**src/rtl/z80_trace_pkg.sv**
```systemverilog
// Shared types for the Z80 bus tracer: cycle encoding, trace record and strobe decoder.
package z80_trace_pkg;

   localparam int TS_MAX = 32;

   typedef enum logic [2:0] {
      OPFETCH = 3'd0,
      MEMRD   = 3'd1,
      MEMWR   = 3'd2,
      IORD    = 3'd3,
      IOWR    = 3'd4,
      INTACK  = 3'd5
   } bus_cycle_e;

   // ts is held at its widest size; the top level zero-extends and truncates to TS_W.
   typedef struct packed {
      bus_cycle_e        typ;
      logic [15:0]       addr;
      logic [7:0]        data;
      logic [TS_MAX-1:0] ts;
   } trace_rec_t;

   localparam int REC_W = $bits(trace_rec_t);

   typedef struct packed {
      logic       vld;
      bus_cycle_e typ;
   } bus_dec_t;

   function automatic bus_dec_t bus_decode(input logic m1_n, input logic mreq_n,
                                           input logic iorq_n, input logic rd_n,
                                           input logic wr_n, input logic rfsh_n);
      bus_dec_t d;
      d.vld = 1'b1;
      d.typ = OPFETCH;
      if (!rfsh_n)                     d.vld = 1'b0;
      else if (!m1_n && !iorq_n)       d.typ = INTACK;
      else if (!m1_n && !mreq_n && !rd_n) d.typ = OPFETCH;
      else if (!mreq_n && !rd_n)       d.typ = MEMRD;
      else if (!mreq_n && !wr_n)       d.typ = MEMWR;
      else if (!iorq_n && !rd_n)       d.typ = IORD;
      else if (!iorq_n && !wr_n)       d.typ = IOWR;
      else                             d.vld = 1'b0;
      return d;
   endfunction

   function automatic logic is_write(input bus_cycle_e t);
      return (t == MEMWR) || (t == IOWR);
   endfunction

endpackage

```
**src/rtl/z80_trace_fifo.sv**
```systemverilog
// Synchronous FIFO of trace records with a registered head; a new entry reaches the head one clk after its write.
module z80_trace_fifo
   import z80_trace_pkg::*;
#(
   parameter int DEPTH = 16
) (
   input  logic       clk,
   input  logic       reset_n,
   input  logic       push_i,
   input  trace_rec_t wdata_i,
   input  logic       ready_i,
   output logic       full_o,
   output logic       empty_o,
   output logic       valid_o,
   output trace_rec_t head_o
);

   localparam int AW = $clog2(DEPTH);
   localparam int CW = AW + 1;

   trace_rec_t    mem_q [DEPTH];
   trace_rec_t    head_q;
   logic [AW-1:0] wr_ptr_q, rd_ptr_q, rd_ptr_d;
   logic [CW-1:0] cnt_q, cnt_d, left;
   logic          valid_q, pop, wr;

   assign pop      = valid_q && ready_i;
   assign full_o   = (cnt_q == CW'(DEPTH));
   assign empty_o  = (cnt_q == '0);
   assign wr       = push_i && (!full_o || pop);
   assign rd_ptr_d = rd_ptr_q + AW'(pop);
   assign cnt_d    = cnt_q + CW'(wr) - CW'(pop);
   // Entries left after this pop, ignoring this edge's write: that is what keeps the bypass out.
   assign left     = cnt_q - CW'(pop);

   always_ff @(posedge clk) begin
      if (wr) mem_q[wr_ptr_q] <= wdata_i;
   end

   always_ff @(posedge clk or negedge reset_n) begin
      if (!reset_n) begin
         wr_ptr_q <= '0;
         rd_ptr_q <= '0;
         cnt_q    <= '0;
         valid_q  <= 1'b0;
         head_q   <= '0;
      end else begin
         wr_ptr_q <= wr_ptr_q + AW'(wr);
         rd_ptr_q <= rd_ptr_d;
         cnt_q    <= cnt_d;
         valid_q  <= (left != '0);
         if (left != '0) head_q <= mem_q[rd_ptr_d];
      end
   end

   assign valid_o = valid_q;
   assign head_o  = head_q;

endmodule

```
**src/rtl/z80_bus_tracer.sv**
```systemverilog
// Passive Z80 bus monitor: decodes each completed bus cycle into a timestamped record queued for a host.
module z80_bus_tracer
   import z80_trace_pkg::*;
#(
   parameter int DEPTH = 16,
   parameter int TS_W  = 16
) (
   input  logic            clk,
   input  logic            reset_n,
   input  logic            cen,
   input  logic            trace_en,
   input  logic            m1_n,
   input  logic            mreq_n,
   input  logic            iorq_n,
   input  logic            rd_n,
   input  logic            wr_n,
   input  logic            rfsh_n,
   input  logic [15:0]     A,
   input  logic [7:0]      di,
   input  logic [7:0]      dout,
   output logic            rec_valid,
   input  logic            rec_ready,
   output logic [2:0]      rec_type,
   output logic [15:0]     rec_addr,
   output logic [7:0]      rec_data,
   output logic [TS_W-1:0] rec_ts,
   output logic            overflow,
   output logic [7:0]      drop_cnt,
   input  logic            clr_ovf
);

   typedef enum logic {S_IDLE, S_ACTIVE} state_e;

   state_e          state_q;
   trace_rec_t      cur_q, head;
   logic [TS_W-1:0] ts_q;
   logic            ovf_q;
   logic [7:0]      drop_q;
   bus_dec_t        dec;
   logic [7:0]      smp;
   logic            active, same, push, start, full, fifo_empty, drop, unused_ok;

   assign dec    = bus_decode(m1_n, mreq_n, iorq_n, rd_n, wr_n, rfsh_n);
   assign smp    = is_write(dec.typ) ? dout : di;
   assign active = (state_q == S_ACTIVE);
   assign same   = dec.vld && (dec.typ == cur_q.typ);
   assign push   = cen && active && !same;
   assign start  = cen && dec.vld && trace_en && !(active && same);

   always_ff @(posedge clk or negedge reset_n) begin
      if (!reset_n) begin
         state_q <= S_IDLE;
         cur_q   <= '0;
         ts_q    <= '0;
      end else if (cen) begin
         ts_q <= ts_q + TS_W'(1);
         if (start) begin
            state_q    <= S_ACTIVE;
            cur_q.typ  <= dec.typ;
            cur_q.addr <= A;
            cur_q.data <= smp;
            cur_q.ts   <= TS_MAX'(ts_q);
         end else if (active && same) begin
            cur_q.data <= smp;
         end else if (push) begin
            state_q <= S_IDLE;
         end
      end
   end

   // A pop on the same edge frees the slot, so only an unpopped full FIFO drops.
   assign drop = push && full && !(rec_valid && rec_ready);

   always_ff @(posedge clk or negedge reset_n) begin
      if (!reset_n) begin
         ovf_q  <= 1'b0;
         drop_q <= '0;
      end else if (clr_ovf) begin
         ovf_q  <= 1'b0;
         drop_q <= '0;
      end else if (drop) begin
         ovf_q <= 1'b1;
         if (drop_q != 8'hFF) drop_q <= drop_q + 8'd1;
      end
   end

   z80_trace_fifo #(.DEPTH(DEPTH)) u_fifo (
      .clk     (clk),
      .reset_n (reset_n),
      .push_i  (push),
      .wdata_i (cur_q),
      .ready_i (rec_ready),
      .full_o  (full),
      .empty_o (fifo_empty),
      .valid_o (rec_valid),
      .head_o  (head)
   );

   assign rec_type  = head.typ;
   assign rec_addr  = head.addr;
   assign rec_data  = head.data;
   assign rec_ts    = head.ts[TS_W-1:0];
   assign overflow  = ovf_q;
   assign drop_cnt  = drop_q;
   assign unused_ok = ^{fifo_empty, head.ts};

endmodule

```
**config.mk**
```make
export PLATFORM = sky130hd
export DESIGN_NAME = z80_bus_tracer
export DESIGN_NICKNAME = d
export VERILOG_FILES = /design/src/rtl/z80_trace_pkg.sv /design/src/rtl/z80_trace_fifo.sv /design/src/rtl/z80_bus_tracer.sv
export SDC_FILE = /design/constraint.sdc
export NUM_CORES = 1
export LEC_CHECK = 0
export BUFFER_PORTS_ARGS = -buffer_cell sky130_fd_sc_hd__buf_2
export CAP_MARGIN = 20
export CORE_MARGIN = 2
export CORE_UTILIZATION = 50
export DETAILED_ROUTE_END_ITERATION = 12
export GPL_TIMING_DRIVEN = 0
export HOLD_SLACK_MARGIN = 0.08
export PLACE_DENSITY_LB_ADDON = 0.15
export SYNTH_ARGS = -nofsm -noshare
export SYNTH_HDL_FRONTEND = slang
export SYNTH_HIERARCHICAL = 1
export SYNTH_SLANG_ARGS = --single-unit
```
**constraint.sdc**
```tcl
create_clock -name clk -period 9.35 [get_ports clk]
set_input_delay 1.4025 -clock clk [delete_from_list [all_inputs] [get_ports clk]]
set_output_delay 1.4025 -clock clk [all_outputs]
set_load 0.01 [all_outputs]
```
## Word level (Yosys, flattened, before mapping)

Memory sizes are Yosys's and may differ from the RTL's. A register that Yosys moved wholly into a read port is not among the register bits.
Index checks and enable logic that the tools add are counted.

| word-level totals | value |
|---|---|
| register bits | 83 |
| bits in latches | 0 |
| bits in writable memories | 688 |
| ROM bits | 0 |
| bits of input ports | 44 |
| output and inout bits | 53 |
| memories kept | 1 |

| operators by class | value |
|---|---|
| add/subtract/negate cells | 7 |
| multiply operators | 0 |
| div/mod/pow operators | 0 |
| order comparisons | 0 |
| equal/unequal tests | 6 |
| shift operators | 0 |
| muxes and demuxes | 27 |
| bitwise logic cells | 0 |
| reduce and logical (&&, ||, !) cells | 39 |

Memory list:

| name | words | bits a word | read ports | clocked after Yosys merged registers in | wr ports | RTL line | source |
|---|---|---|---|---|---|---|---|
| u_fifo.mem_q | 16 | 43 | 1 | 1 | 1 | z80_trace_fifo.sv:21 | `trace_rec_t mem_q [DEPTH];` |

Operators by type and width:

| kind | number |
|---|---|
| two-way mux 8 bit | 6 |
| two-way mux 3 bit | 7 |
| logical AND 1 bit | 18 |
| adder 16 x 1 -> 16 bit (second input constant) | 1 |
| two-way mux 1 bit | 14 |
| logical NOT 1 bit | 10 |
| subtractor 5 x 1 -> 5 bit | 2 |
| adder 4 x 1 -> 4 bit | 2 |
| adder 8 x 1 -> 8 bit (second input constant) | 1 |
| != test 8 bit (second input constant) | 1 |
| nonzero test 2 bit | 4 |
| AND reduction 2 bit | 3 |
| adder 5 x 1 -> 5 bit | 1 |
| equality test 5 bit (second input constant) | 1 |
| nonzero test 5 bit | 1 |
| equality test 3 x 2 -> 1 bit (second input constant) | 1 |
| equality test 3 bit | 1 |
| equality test 3 bit (second input constant) | 1 |
| AND reduction 3 bit | 1 |
| logical OR 1 bit | 2 |
| != test 2 bit (second input constant) | 1 |

## Depth between registers and ports, before layout

Gate-level depths: netlist of the first run.

| logic depth | value |
|---|---|
| depth after elaboration | 17 |
| depth in mapped cells | 14 |
| depth with buffers taken out | 14 |

## Modules after synthesis

Netlist of the first run, hierarchy kept.

Modules (own cells, without submodules):

| module | instances | cells an instance | area each (sq um) | seq. area each (sq um) |
|---|---|---|---|---|
| z80_trace_fifo | 1 | 1791 | 38533.2 | 30173.9 |
| z80_bus_tracer | 1 | 252 | 3210.6 | 1726.7 |

## Worst setup path after synthesis of the first run

Ideal clock, no wire load.

| timing | value |
|---|---|
| kind | input port to flip-flop |
| start point | input wr_n |
| end point | memory u_fifo/mem_q[0][0] (netlist name) (enable) |
| setup time | 548 ps |
| arrival time | 6823 ps |
| data required time | 8802 ps |
| setup slack | 1979 ps |
| cell stages on the path | 8 |
| buffers on the path | 0 |
| cells stage by stage | nand3b_1 > or3_1 > nand4_1 > nor3_4 > nor2_1 > o21ai_0 > or3_1 > nor3_1 |

| between the ends | value |
|---|---|
| longest elaborated chain between the ends | 16 |

RTL lines:

| what | RTL line | source |
|---|---|---|
| start, declared | z80_bus_tracer.sv:16 | `input logic wr_n,` |
| logical NOT 1 bit (*) | z80_trace_pkg.sv:40, z80_trace_pkg.sv:42 |  |
| logical AND 1 bit | z80_trace_pkg.sv:42 | `else if (!iorq_n && !wr_n) d.typ = IOWR;` |
| two-way mux 3 bit | z80_trace_pkg.sv:42 |  |
| two-way mux 3 bit | z80_trace_pkg.sv:41 | `else if (!iorq_n && !rd_n) d.typ = IORD;` |
| two-way mux 3 bit | z80_trace_pkg.sv:40 | `else if (!mreq_n && !wr_n) d.typ = MEMWR;` |
| two-way mux 3 bit | z80_trace_pkg.sv:39 | `else if (!mreq_n && !rd_n) d.typ = MEMRD;` |
| two-way mux 3 bit | z80_trace_pkg.sv:38 | `else if (!m1_n && !mreq_n && !rd_n) d.typ = OPFETCH;` |
| two-way mux 3 bit | z80_trace_pkg.sv:37 | `else if (!m1_n && !iorq_n) d.typ = INTACK;` |
| two-way mux 3 bit | z80_trace_pkg.sv:36 | `if (!rfsh_n) d.vld = 1'b0;` |
| equality test 3 bit | z80_bus_tracer.sv:46 | `assign same = dec.vld && (dec.typ == cur_q.typ);` |
| logical AND 1 bit (*) | z80_bus_tracer.sv:46 |  |
| logical NOT 1 bit (*) | z80_bus_tracer.sv:47 | `assign push = cen && active && !same;` |
| logical AND 1 bit (*) | z80_bus_tracer.sv:47 |  |
| net push | z80_bus_tracer.sv:41 | `logic active, same, push, start, full, fifo_empty, drop, unused_ok;` |
| logical AND 1 bit (*) | z80_trace_fifo.sv:30 | `assign wr = push_i && (!full_o \|\| pop);` |
| two-way mux 1 bit (*) | z80_trace_fifo.sv:37 | `if (wr) mem_q[wr_ptr_q] <= wdata_i;` |
| two-way mux 1 bit (not written as such) (*) | z80_trace_fifo.sv:37 |  |
| end, declared | z80_trace_fifo.sv:21 |  |

The timed path passes the listed nets; every way through them passes the cells marked *.

## Final worst setup path of the first run

| timing | value |
|---|---|
| start point | input mreq_n |
| end point | memory u_fifo/mem_q[0][42] (netlist name) (enable) |

| between the ends | value |
|---|---|
| longest elaborated chain between the ends | 14 |

RTL lines:

| what | RTL line | source |
|---|---|---|
| start, declared | z80_bus_tracer.sv:13 | `input logic mreq_n,` |
| logical NOT 1 bit (*) | z80_trace_pkg.sv:38, z80_trace_pkg.sv:39, z80_trace_pkg.sv:40 |  |
| logical AND 1 bit | z80_trace_pkg.sv:40 |  |
| two-way mux 3 bit | z80_trace_pkg.sv:40 |  |
| two-way mux 3 bit | z80_trace_pkg.sv:39 |  |
| two-way mux 3 bit | z80_trace_pkg.sv:38 |  |
| two-way mux 3 bit | z80_trace_pkg.sv:37 |  |
| two-way mux 3 bit | z80_trace_pkg.sv:36 |  |
| equality test 3 bit | z80_bus_tracer.sv:46 |  |
| logical AND 1 bit (*) | z80_bus_tracer.sv:46 |  |
| logical NOT 1 bit (*) | z80_bus_tracer.sv:47 |  |
| logical AND 1 bit (*) | z80_bus_tracer.sv:47 |  |
| net push | z80_bus_tracer.sv:41 |  |
| logical AND 1 bit (*) | z80_trace_fifo.sv:30 |  |
| two-way mux 1 bit (*) | z80_trace_fifo.sv:37 |  |
| two-way mux 1 bit (not written as such) (*) | z80_trace_fifo.sv:37 |  |

Marked as above.

==> results by group, run 1 <==
Global routing
  – Initial antenna violation count: 2
  – Grt ovf: 0
  – Vias in the first global route: roughly 17,000
  – Global-route wire length before repair: 108 mm
  – Global-route usage over all layers: between 20% and 30%
  – Pin count of the biggest net entering global routing: 66

Critical path
  – Arrival time of the worst setup path: 4480 ps
  – Crit Path Max Fanout: 9
  – Slowest cell on crit path: nor3_2
  – Buffers & Inverters on Critical Path: 3
  – Critical path required time: 9650 ps
  – Delay-heaviest family, CP: simple AND/OR/NAND/NOR gates
  – Crit path launch type: input pin
  – Reg-to-reg slack, setup: ~5600 ps
  – Worst r2r src: cur_q[58]$_DFFE_PN0P_
  – Crit path depth: 11
  – Worst setup EP type: flip-flop
  – Slowest Stage Delay on Critical Path: between 700 and 800 ps
  – FF-to-FF path depth: 9
  – Crit path kind: input pin to flip-flop
  – Reg2reg end: u_fifo/mem_q[0][42]$_DFFE_PP_
  – CP cell instances: buf_2 -> nand2b_1 -> a221oi_2 -> xor2_2 -> nor3_4 -> nor2_1 -> o21ai_0 -> or3_1 -> nor3_2 -> buf_8 -> buf_4

Power and ir drop
  – PwrDens: 315 nW/um2
  – Leakage: between 10 and 15 nW
  – Tot Pwr: 11.6 mW
  – Peak supply drop: 0.181 mV

STA
  – Unrepaired setup endpoints after global routing: no
  – Hold Vio Cnt, Final: 0
  – Pins Over Slew Limit: 0
  – Final setup vio count: 0
  – Max_slew headroom: roughly a quarter
  – Fmax: about 240 MHz
  – Fin Hold WS: just under 500 ps
  – Final clock skew: 25.9 ps
  – Tmin final: between 4000 and 5000 ps
  – Slew at the pin with the worst max-slew slack: 1140 ps
  – Setup TNS: 0 ps
  – Crit share post-route: 44.7%

Yosys
  – Synthesized net count: 1,661
  – Synthesized instance count: 1,601
  – Cell Area, Synth: ~32,000 um2
  – YS warnings: 6
  – Syn_area_per_cell: 19.7 um2

Final layout
  – # diodes: 0
  – Register area: ~24,000 um2
  – Share of cells above drive strength 1: between 20 and 30%
  – Area delta synth->final: 16.6%
  – Nets: 1,887
  – Multi-input logic area: 7410 um2
  – FILL cells: 4,576

Placed design
  – RD Place Congestion: around 0.73
  – Hpwl dp: 46.1 mm
  – IO Port Bufs: 95

Clock tree
  – # resized after CTS: 0
  – CTS max path bufs: 3
  – CTS Buf Count: 84
  – Sink Count: between 800 and 900
  – Root buffer cell: clkbuf_16
  – Worst-skew pair later-pin latency: slightly above 600 ps
  – H-tree depth: 3
  – # hold bufs at CTS: 0
  – Clk pin slew, worst setup/hold paths: 60 ps
  – CTS tree: built
  – Setup Buffers After CTS: 0

Route
  – Vias per inst: a little under 6
  – Post-Route WL: 72.8 mm
  – Via count: ~16,000
  – Avg WL per Cell: 26.6 um
  – DRC Markers: 0
  – Post-route ant nets: 0
  – DR pass1 iterations: 5
  – Iter 0 DRT Violations: 1,592

Flow run
  – MaxCap Viol Count: 0

Hold path
  – Hold path depth: 1
  – Hold EP: ts_q[11]$_DFFE_PN0P_
  – Hold Crit Start: ts_q[11]$_DFFE_PN0P_
  – Worst hold path class: flip-flop to flip-flop

Floorplan
  – Starting Density: 50.4%
  – Die ar.: 65,300 um2
  – Rows: 92
  – Core Box Area: ~63,000 um2
  – Ports: slightly below 100
  – Die Ht: 255 um
  – Die X-Extent: 255 um

Run status
  – Status: finished clean
[final cells by class]
| class | instances | share of cell area, % |
|---|---|---|
| Tap cell | 846 | 2.87 |
| Buffer | 95 | 1.23 |
| Inverter | 16 | 0.163 |
| Sequential cell | 814 | 64.6 |
| Multi-Input combinational cell | 676 | 20.1 |
| Clock buffer | 121 | 6.72 |
| Timing Repair Buffer | 140 | 3.41 |
| Clock inverter | 32 | 0.896 |
[worst register-to-register path, cell delays in order, from the launching register on]
cell	delay (ps)
dfrtp_1	570
or3_1	450
nand4_1	270
nor3_4	130
nor2_1	110
o21ai_0	150
or3_1	510
nor3_2	750
buf_8	240
buf_4	240
[where the power goes]
group          internal (mW)  switching [mW]  leakage [nW]
sequential              4.37           0.314          7.68
combinational           1.57            2.00          3.55
clock                   2.03            1.33          1.40
total                   7.97            3.64          12.6
[routing by layer]
metal | routed length [um] | global-route usage (%)
met1 | 31500 | 33.0
met2 | 34700 | 35.4
met3 | 4970 | 3.83
met4 | 1600 | 6.83
met5 | 31 | 0
[worst max-delay path by stage]
| stage | startpoint | end | slack [ps] |
|---|---|---|---|
| floorplan | wr_n | u_fifo/mem_q[0][0]$_DFFE_PP_ | 3100 |
| global placement | mreq_n | u_fifo/mem_q[3][41]$_DFFE_PP_ | -1170 |
| detailed placement | wr_n | u_fifo/mem_q[0][41]$_DFFE_PP_ | 4490 |
| CTS | wr_n | u_fifo/mem_q[0][37]$_DFFE_PP_ | 5130 |
| global route | wr_n | u_fifo/mem_q[0][37]$_DFFE_PP_ | 4970 |
| finish | mreq_n | u_fifo/mem_q[0][42]$_DFFE_PP_ | 5170 |
[sequential cells by signal, indices dropped and copies added, names as in the netlist]
| register | flops |
|---|---|
| u_fifo/mem_q | 688 |
| cur_q | 43 |
| u_fifo/head_o | 43 |
| ts_q | 16 |
| drop_cnt | 8 |
| u_fifo/cnt_q | 5 |
| u_fifo/rd_ptr_q | 4 |
| u_fifo/wr_ptr_q | 4 |
| active | 1 |
| overflow | 1 |
| u_fifo/valid_o | 1 |
[per-stage QoR]
stage | cell area, um2 | util [%] | instances | setup WS (ps)
finish | 36900 | 58.7 | 2740 | 5170
global route | 36900 | 58.7 | 2740 | 4970
CTS | 36900 | 58.7 | 2740 | 5130
detailed placement | 34000 | 54.3 | 2587 | 4490
global placement | 33100 | 52.8 | 2542 | -1170
floorplan | 31600 | - | 1601 | 3100
[cell usage in the layout (no fill, tap or decap), types with 16 or more instances in the layout]
| master | instances |
|---|---|
| clkbuf_1 | 67 |
| a211oi_1 | 24 |
| buf_6 | 18 |
| clkinv_2 | 17 |
| clkbuf_8 | 17 |
| clkbuf_16 | 87 |
| and3_1 | 45 |
| a21oi_1 | 16 |
| mux2_4 | 20 |
| a211oi_2 | 19 |
| edfxtp_1 | 688 |
| mux4_2 | 172 |
| o22ai_1 | 43 |
| nor2_1 | 72 |
| nand2_1 | 102 |
| dfrtp_1 | 126 |
| buf_2 | 129 |
Power figures use the tool's default switching activity.
==> run 2: changes to the inputs <==
- clock period: 9.35 -> 4.05 ns (I/O delays scaled with it)
==> results by group, run 2 (synthesis results as in run 1) <==
STA
  – Final setup vio count: 0
  – Slew at the pin with the worst max-slew slack: 1040 ps
  – Tmin final: 3860 ps
  – Crit share post-route: between 90% and 100%
  – Unrepaired setup endpoints after global routing: no
  – Max_slew headroom: 30.7%
  – Final worst slack: 187 ps
  – Fmax: 259 MHz
  – Hold Vio Cnt, Final: 0
  – Final clock skew: approximately 18 ps
  – Pins Over Slew Limit: 0

Clock tree
  – H-tree depth: 3
  – Worst-skew pair later-pin latency: about 620 ps
  – Root buffer cell: clkbuf_16
  – CTS Buf Count: 80
  – Clk pin slew, worst setup/hold paths: 60 ps
  – Sink Count: 814
  – CTS max path bufs: 3
  – CTS tree: built

Hold path
  – Hold path depth: 2
  – Hold Crit Start: A[12]
  – Hold EP: cur_q[52]$_DFFE_PN0P_
  – Worst hold path class: input pin to flip-flop

Final layout
  – Max FFs per register: 688
  – Area delta synth->final: 17.1%
  – # diodes: 0
  – Most frequent cells in the layout: 688 x edfxtp_1, 172 x mux4_2, 129 x buf_2
  – Reg with most FFs: u_fifo/mem_q
  – Commonest non-fill, non-tap cell in the layout: edfxtp_1
  – FILL cells: 4,599
  – Nets: ~1,900
  – Final core occ: between 50 and 60%
  – Design area: about 37,000 um2
  – Share of cells above drive strength 1: ~29%

Power and ir drop
  – Leakage: 12.6 nW
  – Peak supply drop: 0.531 mV
  – PwrDens: 726 nW/um2
  – Tot Pwr: around 27 mW

Placed design
  – Placement Setup Slack: -49.3 ps
  – RD Place Congestion: between 0.7 and 0.8
  – Placed cell area: 34,200 um2
  – IO Port Bufs: 95
  – Hpwl dp: 46.1 mm

Route
  – DR pass1 iterations: 5
  – Via count: 16,100
  – Post-route ant nets: 0
  – Post-Route WL: 72.6 mm
  – DRC Markers: 0
  – Vias per inst: 5.91
  – Iter 0 DRT Violations: 1,467
  – Avg WL per Cell: 26.5 um

Critical path
  – CP Launch Point: cur_q[58]$_DFFE_PN0P_
  – Crit path launch type: flip-flop
  – Buffers & Inverters on Critical Path: 3
  – FF-to-FF path depth: 10
  – Delay-heaviest family, CP: simple AND/OR/NAND/NOR gates
  – Crit path kind: flip-flop to flip-flop
  – Critical path required time: 4360 ps
  – CP cell instances: or3_1 -> nand4_1 -> nor3_4 -> nor2_1 -> o21ai_0 -> inv_1 -> nand3b_1 -> nor3_4 -> buf_16 -> buf_16
  – Worst r2r src: cur_q[58]$_DFFE_PN0P_
  – Reg2reg end: u_fifo/mem_q[2][8]$_DFFE_PP_
  – Worst setup EP type: flip-flop
  – Crit Path Max Fanout: 21
  – Arrival time of the worst setup path: 4180 ps
  – Slowest cell on crit path: nor3_4
  – Slowest Stage Delay on Critical Path: ~850 ps
  – Reg-to-reg slack, setup: 190 ps

Floorplan
  – Die Ht: about 260 um
  – Die X-Extent: 255 um
  – Starting Density: between 50% and 60%
  – Core Box Area: 62,700 um2
  – Die ar.: 65,300 um2
  – Rows: 92
  – Ports: a little under 100

Global routing
  – Global-route usage over all layers: 22.6%
  – Pin count of the biggest net entering global routing: 71
  – Busiest layer in global routing: met2
  – Grt ovf: 0
  – Vias in the first global route: around 17,000
  – Met2 Track Usage GR: between 30% and 40%
  – Met1 Usage GRT: 32.9%
  – Met3 usage: 3.63%
  – Initial antenna violation count: 0
  – Global-route wire length before repair: 108 mm

Run status
  – Status: finished clean

Flow run
  – MaxCap Viol Count: 0
run 2: how the worst max path moves through the flow:
stage,to,slack [ps],cells past startpoint
after floorplan,u_fifo/mem_q[12][0]$_DFFE_PP_,-270,8
after global placement,u_fifo/mem_q[5][42]$_DFFE_PP_,-3250,10
after detailed placement,u_fifo/mem_q[3][8]$_DFFE_PP_,-50,12
after CTS,u_fifo/mem_q[0][7]$_DFFE_PP_,170,9
after global routing,u_fifo/mem_q[2][6]$_DFFE_PP_,10,10
final,u_fifo/mem_q[2][8]$_DFFE_PP_,190,10
run 2: layout make-up:
| cell class | count | area (um2) | share of cell area (%) |
|---|---|---|---|
| timing repair buffer | 136 | 1420 | 3.83 |
| clock inverter | 37 | 464 | 1.25 |
| tap | 846 | 1060 | 2.86 |
| sequential | 814 | 23800 | 64.3 |
| clock buffer | 113 | 2330 | 6.30 |
| inverter | 16 | 60.1 | 0.162 |
| buffer | 95 | 453 | 1.22 |
| multi-input combinational | 676 | 7430 | 20.1 |
run 2: through the flow:
step,std cells,TNS (ps),hold slack (ps)
floorplan,1601,-72280,312
detailed placement,2579,-2040,465
CTS,2730,0,187
global route,2733,0,208
finish,2733,0,217
global placement,2542,-1698710,460
run 2: routing by layer:
layer	up-vias	part of all wire, %	wire length, um
li1	6875	-	-
met1	8641	43	31400
met2	537	48	35000
met3	95	6.6	4750
met4	0	2.0	1420
met5	-	0	0
run 2: what timing repair did:
item                                    in CTS  in global routing
buffers inserted                             0                  3
gates resized for setup                      0                  0
hold buffers                                 1                  0
endpoints found under the setup margin       0                 13
endpoints found under the hold margin       56                  0
run 2: report_power, final:
part | internal (mW) | switching (mW) | leakage, nW
sequential | 10.1 | 0.735 | 7.68
clock | 4.72 | 3.05 | 1.37
combinational | 3.65 | 4.63 | 3.58
total | 18.5 | 8.41 | 12.6
run 2: worst register-to-register path, delay by kind of cell (launching register included):
family	cells	cell delay [ps]
AND/OR/NAND/NOR	6	2170
AO/OA/AOI/OAI	1	180
flip-flops	1	600
buffers and inverters	3	600
